<file path="src/rtl/game_state_ctrl_pkg.sv">
// Shared definitions for the Tetris game controller: state codes, board geometry
// and the illegal-state-code check.
package game_state_ctrl_pkg;

  typedef enum logic [2:0] {
    ST_INITIAL   = 3'd0,
    ST_GENERATE  = 3'd1,
    ST_MOVE      = 3'd2,
    ST_CLEAR     = 3'd3,
    ST_GAME_OVER = 3'd4
  } game_state_e;

  localparam int BOARD_W    = 10;
  localparam int BOARD_H    = 20;
  localparam int BOARD_BITS = BOARD_W * BOARD_H;

  function automatic logic is_illegal_state(input logic [2:0] code);
    return code > ST_GAME_OVER;
  endfunction

endpackage

</file>
<file path="src/rtl/game_state_ctrl_drop_timer.sv">
// Gravity timer: counts enabled cycles and emits a one-cycle tick every PERIOD
// enabled cycles; clear restarts the count.
module game_state_ctrl_drop_timer #(
  parameter int PERIOD = 25_000_000,
  parameter int CNT_W  = 32
) (
  input  logic clk,
  input  logic rst_n,
  input  logic enable,
  input  logic clear,
  output logic tick
);

  logic [CNT_W-1:0] r_cnt;
  logic             w_wrap;

  assign w_wrap = (r_cnt == CNT_W'(PERIOD - 1));
  assign tick   = enable && w_wrap;

  always_ff @(posedge clk) begin
    if (!rst_n)
      r_cnt <= '0;
    else if (clear)
      r_cnt <= '0;
    else if (enable)
      r_cnt <= w_wrap ? '0 : r_cnt + CNT_W'(1);
  end

endmodule

</file>
<file path="src/rtl/game_state_ctrl.sv">
// Central Tetris game FSM: arbitrates worker proposals, owns the board, drives
// gravity ticks and a stall watchdog. Optional pause input under GAME_PAUSE_EN.
module game_state_ctrl
  import game_state_ctrl_pkg::*;
#(
  parameter int DROP_PERIOD = 25_000_000,
  parameter int STALL_LIMIT = 1024,
  parameter int CNT_W       = 32
) (
  input  logic                  clk,
  input  logic                  rst_n,
  input  logic                  rotate,
`ifdef GAME_PAUSE_EN
  input  logic                  pause,
`endif
  input  logic [2:0]            game_next_state_initial,
  input  logic [BOARD_BITS-1:0] blocks_exist_initial,
  input  logic [2:0]            game_next_state_generate,
  input  logic [BOARD_BITS-1:0] blocks_exist_generate,
  input  logic [2:0]            game_next_state_move,
  input  logic [BOARD_BITS-1:0] blocks_exist_move,
  input  logic [2:0]            game_next_state_clear,
  input  logic [BOARD_BITS-1:0] blocks_exist_clear,
  output logic [2:0]            game_current_state,
  output logic [BOARD_BITS-1:0] blocks_exist,
  output logic                  state_entry,
  output logic                  drop_tick,
  output logic                  stall_fault
);

  logic [2:0]            r_state;
  logic                  r_entry;
  logic [BOARD_BITS-1:0] r_board;
  logic                  r_fault;
  logic [CNT_W-1:0]      r_stall;

  logic [2:0]            w_next_state;
  logic                  w_next_entry;
  logic [BOARD_BITS-1:0] w_next_board;
  logic                  w_next_fault;
  logic [CNT_W-1:0]      w_next_stall;

  logic [2:0]            w_prop;
  logic [BOARD_BITS-1:0] w_owner_board;
  logic                  w_stall_zone;
  logic                  w_watchdog;
  logic                  w_freeze;
  logic                  w_drop_en;
  logic                  w_tick;

`ifdef GAME_PAUSE_EN
  assign w_freeze = pause && (r_state == ST_MOVE);
`else
  assign w_freeze = 1'b0;
`endif

  assign w_stall_zone = (r_state == ST_GENERATE) || (r_state == ST_CLEAR);
  assign w_watchdog   = w_stall_zone && (r_stall == CNT_W'(STALL_LIMIT - 1));
  assign w_drop_en    = (r_state == ST_MOVE) && !r_entry && !w_freeze;

  game_state_ctrl_drop_timer #(
    .PERIOD (DROP_PERIOD),
    .CNT_W  (CNT_W)
  ) u_drop_timer (
    .clk    (clk),
    .rst_n  (rst_n),
    .enable (w_drop_en),
    .clear  (r_entry),
    .tick   (w_tick)
  );

  always_ff @(posedge clk) begin
    if (!rst_n) begin
      r_state <= ST_INITIAL;
      r_entry <= 1'b1;
      r_board <= '0;
      r_fault <= 1'b0;
      r_stall <= '0;
    end else begin
      r_state <= w_next_state;
      r_entry <= w_next_entry;
      r_board <= w_next_board;
      r_fault <= w_next_fault;
      r_stall <= w_next_stall;
    end
  end

  always_comb begin
    w_prop        = r_state;
    w_owner_board = r_board;
    case (r_state)
      ST_INITIAL:  begin w_prop = game_next_state_initial;  w_owner_board = blocks_exist_initial;  end
      ST_GENERATE: begin w_prop = game_next_state_generate; w_owner_board = blocks_exist_generate; end
      ST_MOVE:     begin w_prop = game_next_state_move;     w_owner_board = blocks_exist_move;     end
      ST_CLEAR:    begin w_prop = game_next_state_clear;    w_owner_board = blocks_exist_clear;    end
      default:     ;
    endcase

    w_next_state = r_state;
    w_next_entry = 1'b0;
    w_next_board = r_board;
    w_next_fault = r_fault;
    w_next_stall = w_stall_zone ? r_stall + CNT_W'(1) : '0;

    // Priority: pause freeze, watchdog, stale-entry hold, recovery, proposal.
    if (w_freeze) begin
      w_next_entry = r_entry;
      w_next_stall = r_stall;
    end else if (w_watchdog) begin
      w_next_state = ST_GAME_OVER;
      w_next_entry = 1'b1;
      w_next_fault = 1'b1;
      w_next_stall = '0;
    end else if (r_entry) begin
      w_next_entry = 1'b0;
    end else if (r_state == ST_GAME_OVER) begin
      if (rotate) begin
        w_next_state = ST_INITIAL;
        w_next_entry = 1'b1;
      end
    end else if (is_illegal_state(r_state) || is_illegal_state(w_prop)) begin
      // Recovery always counts as a fresh entry, even from INITIAL itself.
      w_next_state = ST_INITIAL;
      w_next_entry = 1'b1;
      w_next_board = '0;
      w_next_stall = '0;
    end else begin
      w_next_board = w_owner_board;
      if (w_prop != r_state) begin
        w_next_state = w_prop;
        w_next_entry = 1'b1;
        w_next_stall = '0;
      end
    end
  end

  always_comb begin
    game_current_state = r_state;
    blocks_exist       = r_board;
    state_entry        = r_entry;
    stall_fault        = r_fault;
    drop_tick          = w_tick;
  end

endmodule

</file>
<file path="config.mk">
export PLATFORM = sky130hd
export DESIGN_NAME = game_state_ctrl
export DESIGN_NICKNAME = d
export VERILOG_FILES = /design/src/rtl/game_state_ctrl_pkg.sv /design/src/rtl/game_state_ctrl_drop_timer.sv /design/src/rtl/game_state_ctrl.sv
export SDC_FILE = /design/constraint.sdc
export NUM_CORES = 1
export LEC_CHECK = 0
export CORE_AREA = 3 3 395 397
export DETAILED_ROUTE_END_ITERATION = 6
export DIE_AREA = 0 0 398 400
export PLACE_DENSITY_LB_ADDON = 0.2
export SYNTH_ARGS = -nofsm -noshare
export SYNTH_HDL_FRONTEND = slang
export SYNTH_SLANG_ARGS = --single-unit
export TNS_END_PERCENT = 50
</file>
<file path="constraint.sdc">
create_clock -name clk -period 3.4 [get_ports clk]
set_input_delay 0.68 -clock clk [delete_from_list [all_inputs] [get_ports clk]]
set_output_delay 0.68 -clock clk [all_outputs]
set_load 0.05 [all_outputs]
</file>
* Word level (Yosys, flattened, before mapping)
Cells that the tools add are included.
Word-level totals: bits in registers 269, output and inout bits 206, word-level logic and storage cells 60
Operators by class: $add $sub $neg 2, order comparisons 2, eq/ne operators 10, mux-type cells 20, bitwise logic cells 4, reductions and logical operators 15
Operator list (number):
- case mux 200 bit (4 select lines) | 1
- two-way mux 200 bit | 1
- two-way mux 32 bit | 6
- adder 32 x 1 -> 32 bit, second input constant | 2
- equality test 32 x 10 -> 1 bit, second input constant | 1
- equality test 32 x 25 -> 1 bit, second input constant | 1
- two-way mux 3 bit | 6
- case mux 3 bit (4 select lines) | 1
- equality test 3 x 2 -> 1 bit, second input constant | 2
- greater-than comparator 3 bit, second input constant | 2
- AND reduction 3 bit | 2
- two-way mux 1 bit | 5
- nonzero test 5 bit | 1
- NOT 1 bit | 4
- AND reduction 4 bit | 1
- nonzero test 4 bit | 1
- OR reduction 2 bit | 2
- equality test 3 x 1 -> 1 bit, second input constant | 1
- equality test 3 bit, second input constant | 1
- logical AND 1 bit | 3
- logical NOT 3 bit | 1
- inequality test 3 bit | 1
- inequality test 3 bit, second input constant | 1
- nonzero test 3 bit | 1
- 4 further kinds | 5

* Logic depth before layout (Yosys ltp)
Gate-level depths: netlist of run 1.
depth in word-level cells 8, mapped depth 9, depth with buffers taken out 7

* Modules after synthesis
Synthesis of run 1 repeated with hierarchy kept, for this count alone.
Unflattened totals: cell total of the unflattened synthesis 1886, area total of the unflattened synthesis 15503.6 µm²
By module, submodules not included:
- game_state_ctrl | instances 1, cells each 1702, area each 13932.1 µm²
- game_state_ctrl_drop_timer | instances 1, cells each 184, area each 1571.5 µm²

* Least setup slack after synthesis of run 1
Ideal clock, no wire load.
kind flip-flop to flip-flop, start register r_state[1], in the netlist game_current_state[1], end register u_drop_timer.r_cnt[0], library setup time 117 ps, data arrival time 2631 ps, data required time 3283 ps, slack 652 ps, cell stages (with the launch flop) 9, buffers on the path 3, cells stage by stage dfxtp_1 > nor4b_4 > and4_1 > clkbuf_1 > and3b_1 > or3b_2 > clkbuf_1 > buf_2 > nor2_1
Between the ends: longest elaborated chain between the ends 2
RTL lines:
- start: declaration | RTL line game_state_ctrl.sv:31 | logic [2:0] r_state;
- start signal: assignment | RTL line game_state_ctrl.sv:80 | r_state <= w_next_state;
- equality test 3 x 2 -> 1 bit | RTL line game_state_ctrl.sv:59 | assign w_drop_en = (r_state == ST_MOVE) && !r_entry && !w_freeze;
- logical AND 1 bit | RTL line game_state_ctrl.sv:59
- end signal: assignment | RTL line game_state_ctrl_drop_timer.sv:26 | r_cnt <= w_wrap ? '0 : r_cnt + CNT_W'(1);
- end: declaration | RTL line game_state_ctrl_drop_timer.sv:14 | logic [CNT_W-1:0] r_cnt;
No other way between the ends. A chain may end at the register's enable or synchronous reset.

* Final worst setup path of run 1
start register r_state[0], in the netlist game_current_state[0], end output drop_tick
Between the ends: longest elaborated chain between the ends 3
RTL lines:
- equality test 3 x 2 -> 1 bit | RTL line game_state_ctrl.sv:59
- logical AND 1 bit | RTL line game_state_ctrl.sv:59
- logical AND 1 bit | RTL line game_state_ctrl_drop_timer.sv:18 | assign tick = enable && w_wrap;
- end: declaration | RTL line game_state_ctrl.sv:27 | output logic drop_tick,
No other way between the ends.

==> summary.txt, run 1 <==
====================================================================================
Count of flip-flops with a built-in enable after synthesis ............            0
Worst Tran Pin Value ..................................................     0.991 ns
Critical Path Start Type ..............................................    flip-flop
Antenna violations before repair ......................................           77
Post-cts sizing count .................................................            0
Area share of the largest cell type after synthesis ...................        35.1%
Fraction of the yosys area taken by sequential cells ..................        35.1%
Via count of the first global-routing pass ............................        18300
Library cell used as clock root buffer ................................ sky130_fd_sc_hd__clkbuf_16
Total Die Area ........................................................    0.159 mm2
Number of buffer cells added on primary ports .........................         1020
Crit Reg-Reg Endpoint ................................................. blocks_exist[96]
Synthesized netlist net count .........................................         2571
Run status ............................................................    completed
Floorplan die height ..................................................       400 um
Fill cell instance count of the final layout ..........................        16900
Ys async rst share ....................................................           0%
GRT Util Overall ......................................................        14.3%
Top cells by area, synth .............................................. sky130_fd_sc_hd__dfxtp_1 35%, sky130_fd_sc_hd__mux2_2 15%, sky130_fd_sc_hd__a22o_1 11%, sky130_fd_sc_hd__a22oi_1 9.8%, sky130_fd_sc_hd__o21ai_0 6.6%
Iter 0 DRT Violations .................................................          949
Post-detailed-route count of antenna-violating nets ...................            0
Worst Hold Launch .....................................................   r_stall[0]
Number of synthesized register bits ...................................          269
Half-perimeter wire length of the detailed placement result ...........     98000 um
Worst hold slack ......................................................     0.460 ns
Number of rows in the core area .......................................          143
Worst flop-to-flop path startpoint .................................... game_current_state[0]
Final setup violating endpoints .......................................            0
Post-DP Area ..........................................................   0.0280 mm2
Cell count of the worst reg-to-reg path ...............................            8
Number of instances in the synthesized netlist ........................         1754
Buffer depth of the longest clock path ................................            3
Setup total negative slack ............................................         0 ns
Max-Slew Margin vs Limit ..............................................        33.7%
Clock tree from TritonCTS .............................................        built
Number of nets in the finished design .................................         3507
Type of the most critical hold path ...................................   reg -> reg
Overall power .........................................................      12.8 mW
Total clock sinks .....................................................          269
Post-layout instance count excluding filler cells .....................         4770
LEAKAGE ...............................................................      10.0 nW
Core box area .........................................................    0.152 mm2
Final period utilization ..............................................        87.5%
Detail-routed net length per standard cell ............................      25.6 um
Cell with the most instances after synthesis .......................... sky130_fd_sc_hd__dfxtp_1
Largest net degree at the start of global routing .....................          129
# H-tree levels .......................................................            2
Vias per inst .........................................................         3.72
Crit path capture type ................................................  output port
GP Congestion .........................................................        0.827
Via count .............................................................        17800
Dominant synthesized flop cell ........................................ sky130_fd_sc_hd__dfxtp_1
Peak fanout along the critical path ...................................           21
Worst IR Drop VDD .....................................................     0.239 mV
Worst-case register-to-register setup slack ...........................      0.64 ns
# DRC .................................................................            0
Top achievable clock speed ............................................    0.336 GHz
Clock-pin slew on the worst setup and hold paths ......................      0.06 ns
Number of warnings printed during yosys synthesis .....................            0
Number of top-level design ports ......................................         1021
Final count of hold timing violations .................................            0
WHS Path Cells ........................................................            1
Layout cell share with drive strength beyond 1 ........................        11.9%
Initial cell density of the core ......................................        10.1%
Pre-Repair DR Iteration Count .........................................            5
Post-CTS setup buffer count ...........................................            0
Wire length of the first global-routing pass ..........................    158000 um
Signal arrival time at the worst endpoint .............................      2.30 ns
Type of the worst setup path ..........................................   reg -> out
Width of the chip .....................................................       398 um
Library cell occupying the most area in the post-synthesis netlist .... sky130_fd_sc_hd__dfxtp_1
Post-detailed-routing wire length .....................................    122000 um
Post-route minimum period .............................................      2.98 ns
Crit path required time ...............................................      2.72 ns
Setup repair after global routing missed its margin ...................           no
Post-synth design cell area ...........................................   0.0154 mm2
Cells after DPL .......................................................         4681
Area grow syn2layout ..................................................        90.3%
Final number of max-transition violations .............................            0
Leftover overflow at the end of global routing ........................            0
Total power density per cell area .....................................   439 mW/mm2
Hold endpoint .........................................................   r_stall[0]
Non-Filler Cell Area, Final ...........................................   0.0292 mm2
Mean instance size in the synthesized netlist .........................     8.76 um2
CP Launch Point ....................................................... game_current_state[0]
Number of different library cells in the post-synthesis netlist .......           54
Number of buffers created by CTS ......................................           37
Number of buffers inserted for hold repair after clock tree synthesis .            0
Layout Skew ...........................................................    0.0316 ns
Most numerous cell types in the synthesized netlist ................... 269 x sky130_fd_sc_hd__dfxtp_1, 232 x sky130_fd_sc_hd__nand2_1, 204 x sky130_fd_sc_hd__o21ai_0
Count of maximum capacitance violations ...............................            0
Clock latency on the worst-skew pair ..................................      0.58 ns
====================================================================================
-- metrics by stage --
step                      util [%]  worst slack [ns]
after floorplan                  -             0.652
after global placement        18.4             0.101
after global routing          19.2             0.248
after CTS                     19.2             0.191
final                         19.2             0.423
after detailed placement      18.4             0.116
-- worst max path at each step --
stage                     slack (ns)                    end  cells after the start
after detailed placement        0.12      blocks_exist[107]                      9
after global routing            0.25  game_current_state[1]                      2
after floorplan                 0.65  u_drop_timer.r_cnt[0]                      8
final                           0.42              drop_tick                      5
after global placement          0.10      blocks_exist[110]                      9
after CTS                       0.19  game_current_state[1]                      2
-- placed cells by master, fill, tap and decap left out, drive strengths merged, types with 47 or more instances in the layout --
cell | netlist | final
clkbuf | 90 | 47
mux2 | 202 | 202
a22oi | 200 | 200
nor2 | 83 | 83
nand2 | 232 | 232
clkdlybuf4s50 | 0 | 1017
o21ai | 204 | 204
dfxtp | 269 | 269
buf | 78 | 48
a22o | 200 | 200
-- area by class of cell --
type / count / area (um2) / area share (%)
antenna: 24 / 60.1 / 0.205
inverter: 6 / 22.5 / 0.0771
clock inverter: 18 / 183 / 0.625
timing repair buffer: 1065 / 10800 / 37.0
multi-input combinational: 1311 / 9200 / 31.5
clock buffer: 47 / 1020 / 3.50
tap: 2030 / 2540 / 8.69
sequential: 269 / 5400 / 18.5
-- cells by family (layout without fill, tap and decap cells) --
logic type                 after synthesis  count (layout)  share of synthesized area [%]
muxes                                  203             203                           14.9
AOI/OAI and AO/OA                      622             622                           28.9
buffers and inverters                  174            1136                           5.21
DFF                                    269             269                           35.1
xor gates and xnor gates                61              61                           3.48
other                                    0              24                              0
adders and majority gates                2               2                          0.163
and+or+nand+nor                        423             423                           12.3
-- metal layers --
layer  global-route usage, %  vias to the layer above  part of all wire (%)  wire length, um
met4                    4.39                        8                   2.6             3140
met3                    4.70                      175                   8.2             9990
li1                        -                     8437                     -                -
met1                    17.4                     8363                    41            50400
met2                    23.7                      783                    48            58300
met5                       0                        -                 0.045               55
-- critical path, cell delays in order (launching register included) --
cell and delay (ns):
sky130_fd_sc_hd__dfxtp_4 0.44, sky130_fd_sc_hd__nor4b_4 0.27, sky130_fd_sc_hd__buf_4 0.20, sky130_fd_sc_hd__and4_1 0.33, sky130_fd_sc_hd__and3b_1 0.31, sky130_fd_sc_hd__buf_12 0.17
-- registers in the layout (all words and copies together) (netlist names) --
name	count
blocks_exist	200
r_stall	32
u_drop_timer.r_cnt	32
game_current_state	3
stall_fault	1
state_entry	1
-- power by group --
group	internal, mW	leakage (nW)	total [mW]	switching (mW)
Clock	2.36	0.604	4.04	1.68
Sequential	3.44	2.19	3.65	0.214
Combinational	2.22	7.25	5.14	2.92
Total	8.02	10.0	12.8	4.82
Note: power is estimated with default switching activity, not from simulation.
==> run 2, diff against run 1 <==
SLEW_MARGIN = 10   (was unset)
==> results of run 2 <==
Same layout as run 1: the final DEF is identical, and so are final timing and power.
